[src/rtl/f4_rd_ctrl_if.sv]
// f4_rd_ctrl_if
// Bundles the F4 read-controller signals: the job handshake (start/busy/done),
// the F4 RAM read port (f4_raddr/f4_rd_en/f4_rdata) and the output stream
// (dout/dout_valid/dout_ready/dout_last/dout_pass).
//   master : the controller side (drives RAM address and stream outputs)
//   slave  : the environment side (drives start, RAM data and dout_ready)
interface f4_rd_ctrl_if #(
  parameter int DATA_W = 256,
  parameter int ADDR_W = 7
);
  logic              start;
  logic [ADDR_W-1:0] f4_raddr;
  logic              f4_rd_en;
  logic [DATA_W-1:0] f4_rdata;
  logic [DATA_W-1:0] dout;
  logic              dout_valid;
  logic              dout_ready;
  logic              dout_last;
  logic [3:0]        dout_pass;
  logic              busy;
  logic              done;

  modport master (
    input  start, f4_rdata, dout_ready,
    output f4_raddr, f4_rd_en, dout, dout_valid, dout_last, dout_pass, busy, done
  );

  modport slave (
    output start, f4_rdata, dout_ready,
    input  f4_raddr, f4_rd_en, dout, dout_valid, dout_last, dout_pass, busy, done
  );
endinterface

[src/rtl/f4_rd_ctrl.sv]
// f4_rd_ctrl
// Read-side controller for the F4 feature buffer. A job sweeps RAM addresses
// 0..WORDS-1, PASSES times, and streams each word downstream on valid/ready.
// A 3-entry FIFO absorbs the 1-cycle RAM latency and downstream stalls; reads
// are only issued while (in-flight read + occupancy) < 3 so it never overflows.
// Ports:
//   clk  : single clock (RAM read port shares it)
//   rst  : asynchronous active-high reset
//   bus  : f4_rd_ctrl_if.master -- start/busy/done, RAM read port, output stream
module f4_rd_ctrl #(
  parameter int DATA_W = 256,
  parameter int ADDR_W = 7,
  parameter int WORDS  = 100,
  parameter int PASSES = 10
) (
  input  logic          clk,
  input  logic          rst,
  f4_rd_ctrl_if.master  bus
);

  localparam logic [1:0] S_IDLE  = 2'd0;
  localparam logic [1:0] S_READ  = 2'd1;
  localparam logic [1:0] S_FLUSH = 2'd2;

  localparam logic [ADDR_W-1:0] LAST_ADDR = ADDR_W'(WORDS - 1);
  localparam logic [3:0]        LAST_PASS = 4'(PASSES - 1);
  localparam int                DEPTH     = 3;

  // Control state
  logic [1:0]        r_state;
  logic [ADDR_W-1:0] r_word;
  logic [3:0]        r_pass;
  logic [ADDR_W-1:0] r_raddr;
  logic              r_inflight;
  logic              r_tag_last;
  logic [3:0]        r_tag_pass;

  // Output FIFO
  logic [DATA_W-1:0] r_buf_data [DEPTH];
  logic              r_buf_last [DEPTH];
  logic [3:0]        r_buf_pass [DEPTH];
  logic [1:0]        r_wr_ptr;
  logic [1:0]        r_rd_ptr;
  logic [1:0]        r_count;

  logic w_issue;
  logic w_word_last;
  logic w_pass_last;
  logic w_push;
  logic w_pop;
  logic w_done;
  logic [2:0] w_credit;

  function automatic logic [1:0] ptr_inc(input logic [1:0] p);
    return (p == 2'd2) ? 2'd0 : p + 2'd1;
  endfunction

  // Credit counts the read still in the RAM pipeline; a pop this cycle is
  // deliberately not credited so the decision never depends on dout_ready.
  assign w_credit    = {2'b00, r_inflight} + {1'b0, r_count};
  assign w_issue     = (r_state == S_READ) && (w_credit < 3'd3);
  assign w_word_last = (r_word == LAST_ADDR);
  assign w_pass_last = (r_pass == LAST_PASS);

  // RAM data returns one cycle after the read, so the push follows r_inflight.
  assign w_push = r_inflight;
  assign w_pop  = (r_count != 2'd0) && bus.dout_ready;

  // The job ends when the very last word of the last pass leaves the FIFO.
  assign w_done = (r_state == S_FLUSH) && w_pop &&
                  r_buf_last[r_rd_ptr] && (r_buf_pass[r_rd_ptr] == LAST_PASS);

  // Address holds its last issued value when no read is issued.
  assign bus.f4_rd_en   = w_issue;
  assign bus.f4_raddr   = w_issue ? r_word : r_raddr;
  assign bus.dout       = r_buf_data[r_rd_ptr];
  assign bus.dout_last  = r_buf_last[r_rd_ptr];
  assign bus.dout_pass  = r_buf_pass[r_rd_ptr];
  assign bus.dout_valid = (r_count != 2'd0);
  assign bus.done       = w_done;
  assign bus.busy       = (r_state != S_IDLE) && !w_done;

  // Sweep control
  always_ff @(posedge clk or posedge rst) begin
    if (rst) begin
      r_state    <= S_IDLE;
      r_word     <= '0;
      r_pass     <= '0;
      r_raddr    <= '0;
      r_inflight <= 1'b0;
      r_tag_last <= 1'b0;
      r_tag_pass <= '0;
    end else begin
      r_inflight <= w_issue;
      case (r_state)
        S_IDLE: begin
          if (bus.start) begin
            r_word  <= '0;
            r_pass  <= '0;
            r_state <= S_READ;
          end
        end
        S_READ: begin
          if (w_issue) begin
            r_raddr    <= r_word;
            r_tag_last <= w_word_last;
            r_tag_pass <= r_pass;
            if (w_word_last) begin
              r_word <= '0;
              r_pass <= r_pass + 4'd1;
              if (w_pass_last) begin
                r_state <= S_FLUSH;
              end
            end else begin
              r_word <= r_word + 1'b1;
            end
          end
        end
        S_FLUSH: begin
          if (w_done) begin
            r_state <= S_IDLE;
          end
        end
        default: r_state <= S_IDLE;
      endcase
    end
  end

  // FIFO pointers and occupancy
  always_ff @(posedge clk or posedge rst) begin
    if (rst) begin
      r_wr_ptr <= '0;
      r_rd_ptr <= '0;
      r_count  <= '0;
    end else begin
      if (w_push) begin
        r_wr_ptr <= ptr_inc(r_wr_ptr);
      end
      if (w_pop) begin
        r_rd_ptr <= ptr_inc(r_rd_ptr);
      end
      r_count <= r_count + {1'b0, w_push} - {1'b0, w_pop};
    end
  end

  // FIFO storage; cleared on reset so dout/dout_last/dout_pass read 0.
  always_ff @(posedge clk or posedge rst) begin
    if (rst) begin
      for (int i = 0; i < DEPTH; i++) begin
        r_buf_data[i] <= '0;
        r_buf_last[i] <= 1'b0;
        r_buf_pass[i] <= '0;
      end
    end else if (w_push) begin
      r_buf_data[r_wr_ptr] <= bus.f4_rdata;
      r_buf_last[r_wr_ptr] <= r_tag_last;
      r_buf_pass[r_wr_ptr] <= r_tag_pass;
    end
  end

endmodule

[src/flat_wrapper.sv]
// flat-port wrapper written by rule: the top's interface ports become plain ports
module f4_rd_ctrl_flat 
#(
  parameter int DATA_W = 256,
  parameter int ADDR_W = 7,
  parameter int WORDS  = 100,
  parameter int PASSES = 10
)
  (clk, rst, bus_start, bus_f4_rdata, bus_dout_ready, bus_f4_raddr, bus_f4_rd_en, bus_dout, bus_dout_valid, bus_dout_last, bus_dout_pass, bus_busy, bus_done);
  f4_rd_ctrl_if #(.DATA_W(DATA_W), .ADDR_W(ADDR_W)) bus_i ();
  input  logic clk;
  input  logic rst;
  input wire logic [$bits(bus_i.start)-1:0] bus_start;
  input wire logic [$bits(bus_i.f4_rdata)-1:0] bus_f4_rdata;
  input wire logic [$bits(bus_i.dout_ready)-1:0] bus_dout_ready;
  output wire logic [$bits(bus_i.f4_raddr)-1:0] bus_f4_raddr;
  output wire logic [$bits(bus_i.f4_rd_en)-1:0] bus_f4_rd_en;
  output wire logic [$bits(bus_i.dout)-1:0] bus_dout;
  output wire logic [$bits(bus_i.dout_valid)-1:0] bus_dout_valid;
  output wire logic [$bits(bus_i.dout_last)-1:0] bus_dout_last;
  output wire logic [$bits(bus_i.dout_pass)-1:0] bus_dout_pass;
  output wire logic [$bits(bus_i.busy)-1:0] bus_busy;
  output wire logic [$bits(bus_i.done)-1:0] bus_done;
  assign bus_i.start = bus_start;
  assign bus_i.f4_rdata = bus_f4_rdata;
  assign bus_i.dout_ready = bus_dout_ready;
  assign bus_f4_raddr = bus_i.f4_raddr;
  assign bus_f4_rd_en = bus_i.f4_rd_en;
  assign bus_dout = bus_i.dout;
  assign bus_dout_valid = bus_i.dout_valid;
  assign bus_dout_last = bus_i.dout_last;
  assign bus_dout_pass = bus_i.dout_pass;
  assign bus_busy = bus_i.busy;
  assign bus_done = bus_i.done;
  f4_rd_ctrl #(.DATA_W(DATA_W), .ADDR_W(ADDR_W), .WORDS(WORDS), .PASSES(PASSES)) u_core (.clk(clk), .rst(rst), .bus(bus_i));
endmodule
[config.mk]
export PLATFORM = sky130hd
export DESIGN_NAME = f4_rd_ctrl_flat
export DESIGN_NICKNAME = d
export VERILOG_FILES = /design/src/rtl/f4_rd_ctrl_if.sv /design/src/rtl/f4_rd_ctrl.sv /design/src/flat_wrapper.sv
export SDC_FILE = /design/constraint.sdc
export NUM_CORES = 2
export LEC_CHECK = 0
export BUFFER_PORTS_ARGS = -buffer_cell sky130_fd_sc_hd__buf_2
export CORE_MARGIN = 4
export CORE_UTILIZATION = 30
export DETAILED_ROUTE_END_ITERATION = 10
export PLACE_DENSITY_LB_ADDON = 0.2
export SYNTH_ARGS = -nofsm -noshare
export SYNTH_HDL_FRONTEND = slang
export SYNTH_SLANG_ARGS = --single-unit
[constraint.sdc]
create_clock -name clk -period 24.6 [get_ports clk]
set_input_delay 3.69 -clock clk [delete_from_list [all_inputs] [get_ports clk]]
set_output_delay 3.69 -clock clk [all_outputs]
set_load 0.02 [all_outputs]
==> results_dict.tcl <==
set metrics [dict create \
    drive_gt1_frac 0.341 \
    ys_types 42 \
    start_util 0.302 \
    ir_drop_mv 0.0830 \
    nNetsFinal 3943 \
    dp_hpwl_mm 64.3 \
    required_ns 20.91 \
    cts_setup_buffers 0 \
    startpoint "u_core.r_rd_ptr[1]$_DFFE_PP0P_" \
    synth_warnings 0 \
    syn2layout_area_growth_pct 20.1 \
    cts_tree "built" \
    finalSetupTns_ns 0 \
    syn_inst 3217 \
    htreeDepth 3 \
    ant_nets 0 \
    fillers 12162 \
    vias 25021 \
    cts_max_path_buffers 3 \
    clk_pin_slew_ns 0.06 \
    ys_seq_elements 815 \
    synth_area_leaders "dfrtp_1, mux2_2, nand2_1" \
    rsz0062_at_grt "no" \
    first_pass_iters 5 \
    cts_root_buf "clkbuf_16" \
    synthesis.nets 3484 \
    numCtsBuffers 97 \
    p_per_area_nw_per_um2 162 \
    setup_viol 0 \
    seqPwrFrac 0.338 \
    drv_cap 0 \
    insertion_delay_ns 0.66 \
    overflow 0 \
    maxSlewViolCount 0 \
    synth_edf_count 0 \
    grt_first_pass_wirelength_mm 159 \
    grt_pass1_vias 25624 \
    p_leak_uw 0.0212 \
    port_buffers 531 \
    core_area_sq_um 122000 \
    finalCritPeriodShare 0.349 \
    synth-async-reset-ratio 1.00 \
    synth_largest_area_cell "dfrtp_1" \
    ys_top_cells_by_count "nand2_1, dfrtp_1, mux2_2" \
    grt_max_degree 175 \
    wl_per_cell_microns 19.2 \
    switchingPower_uw 2890 \
    syn_area_sq_um 36700 \
    post_synth.cell_area_avg_sq_um 11.4 \
    seq_area_frac_synth 0.556 \
    worst_pin_slew_ns 1.08 \
    hold_path_class "reg -> reg" \
    synth.most_common_cell "nand2_1" \
    cp-start-kind "register" \
    max_slew_margin 0.280 \
    drc 0 \
    min_period_ns 8.58 \
    run_status "complete, no violations" \
    ios 532 \
    rr_startpoint "u_core.r_inflight$_DFF_PP0_" \
    crit_fanout 42 \
    row_count 128 \
    post_cts_resized 0 \
    grt_usage 0.157 \
    drtIter0Drc 1527 \
    die_x_microns 358 \
    cts_hold_buf 0 \
    antenna_found_initial 27 \
    hold_violations 0 \
    drt-total-wl_mm 103 \
    p_clk_frac 0.207 \
    critical_path_arrival_ns 4.89 \
    die_h_microns 358 \
    final_core_util 0.362 \
    worstHoldStart "u_core.r_buf_data[689]$_DFFE_PP0P_" \
    internal_power_uw 4260 \
    critPathCaptureType "primary output" \
    dieArea_sq_um 128000 \
    synth_top_area_frac 0.556 \
    globalplace.congestion 0.766 \
    fin_skew_ns 0.0255 \
    synth_flop_cell "dfrtp_1" \
    sw_frac_of_total 0.404 \
    worst-setup-path-type "reg -> out" \
    clock-sinks 815 \
    fmaxAchievable_ghz 0.117 \
    avgViaCountPerCell 4.64 \
    p_comb_frac 0.456 \
]
[cells in the final DEF (no fill, tap or decap), types with 15 or more instances in the layout]
cell type	synthesis	layout
buf_2	90	531
buf_4	2	32
clkbuf_1	88	15
clkbuf_16	0	99
clkbuf_8	0	28
clkinv_2	0	15
dfrtp_1	815	813
diode_2	0	19
mux2_2	350	350
mux2_4	190	190
mux2i_1	263	263
nand2_1	1045	1045
o21ai_0	264	264
[metal layers]
layer / wire (microns) / GRT usage
met2: 48000 / 0.252
met4: 2980 / 0.0525
met3: 6270 / 0.0402
met5: 117 / 0
met1: 46000 / 0.209
[worst paths after layout]
check,slack (ns),depth (start not counted),endpoint
worst min-delay path,0.47,2,u_core.r_buf_data[689]$_DFFE_PP0P_
min in group asynchronous,3.23,2,u_core.r_buf_data[333]$_DFFE_PP0P_
worst max-delay path,16.02,7,bus_dout[58]
worst min register to register,0.47,2,u_core.r_buf_data[689]$_DFFE_PP0P_
worst max register to register,20.34,6,u_core.r_buf_data[155]$_DFFE_PP0P_
max in group asynchronous,17.69,6,u_core.r_buf_data[182]$_DFFE_PP0P_
[through the flow]
step / instances / setup slack (ns) / power (uW) / cell area, sq um / hold WS (ns)
floorplan: 3217 / 9.72 / 4700 / 36700 / 0.445
global placement: 5202 / 16.38 / 5710 / 40700 / 0.456
detailed placement: 5202 / 16.39 / 5750 / 40700 / 0.461
CTS: 5373 / 15.84 / 7280 / 44000 / 0.475
global route: 5381 / 15.73 / 7650 / 44100 / 0.485
finish: 5392 / 16.02 / 7150 / 44100 / 0.469
[power groups by stage]
stage               Combinational (uW)  Sequential [uW]  Clock [uW]
global placement                  3280             2430           0
CTS                               3330             2420        1530
global route                      3570             2500        1580
finish                            3260             2420        1480
detailed placement                3330             2430           0
floorplan                         2390             2300           0
[cell type report]
type / count / area (sq um) / area share
diodes: 19 / 47.5 / 0.00108
clock buffers: 142 / 2920 / 0.0662
clock inverters: 29 / 398 / 0.00903
inverters: 9 / 37.5 / 0.000851
multi-input cells: 2185 / 15200 / 0.346
flip-flops and latches: 815 / 20400 / 0.463
well taps: 1625 / 2030 / 0.0461
repair buffers: 568 / 3000 / 0.0680
[registers in the layout, summed over array words and instances, names as in the netlist]
register,flops
u_core.r_wr_ptr,2
u_core.r_state,2
u_core.r_buf_pass,12
u_core.r_buf_last,3
u_core.r_raddr,7
u_core.r_count,2
u_core.r_tag_pass,4
u_core.r_buf_data,768
u_core.r_word,7
u_core.r_tag_last,1
u_core.r_inflight,1
u_core.r_rd_ptr,2
u_core.r_pass,4
[critical path, cell delays in order (launching register included)]
cell and delay [ns]:
dfrtp_4 0.78, buf_4 0.66, buf_4 0.58, buf_4 0.68
buf_4 0.76, mux2i_1 0.16, o21ai_0 0.27, buf_2 0.23
[kinds of logic after synthesis]
group,Yosys count,synth area share
adders and majority gates,7,0.00239
muxes,803,0.257
and+or+nand+nor,1082,0.114
AOI/OAI and AO/OA,291,0.0411
buffers and inverters,217,0.0298
DFF,815,0.556
xor gates and xnor gates,2,0.000477
No activity file was read; power rests on OpenSTA's default activity.
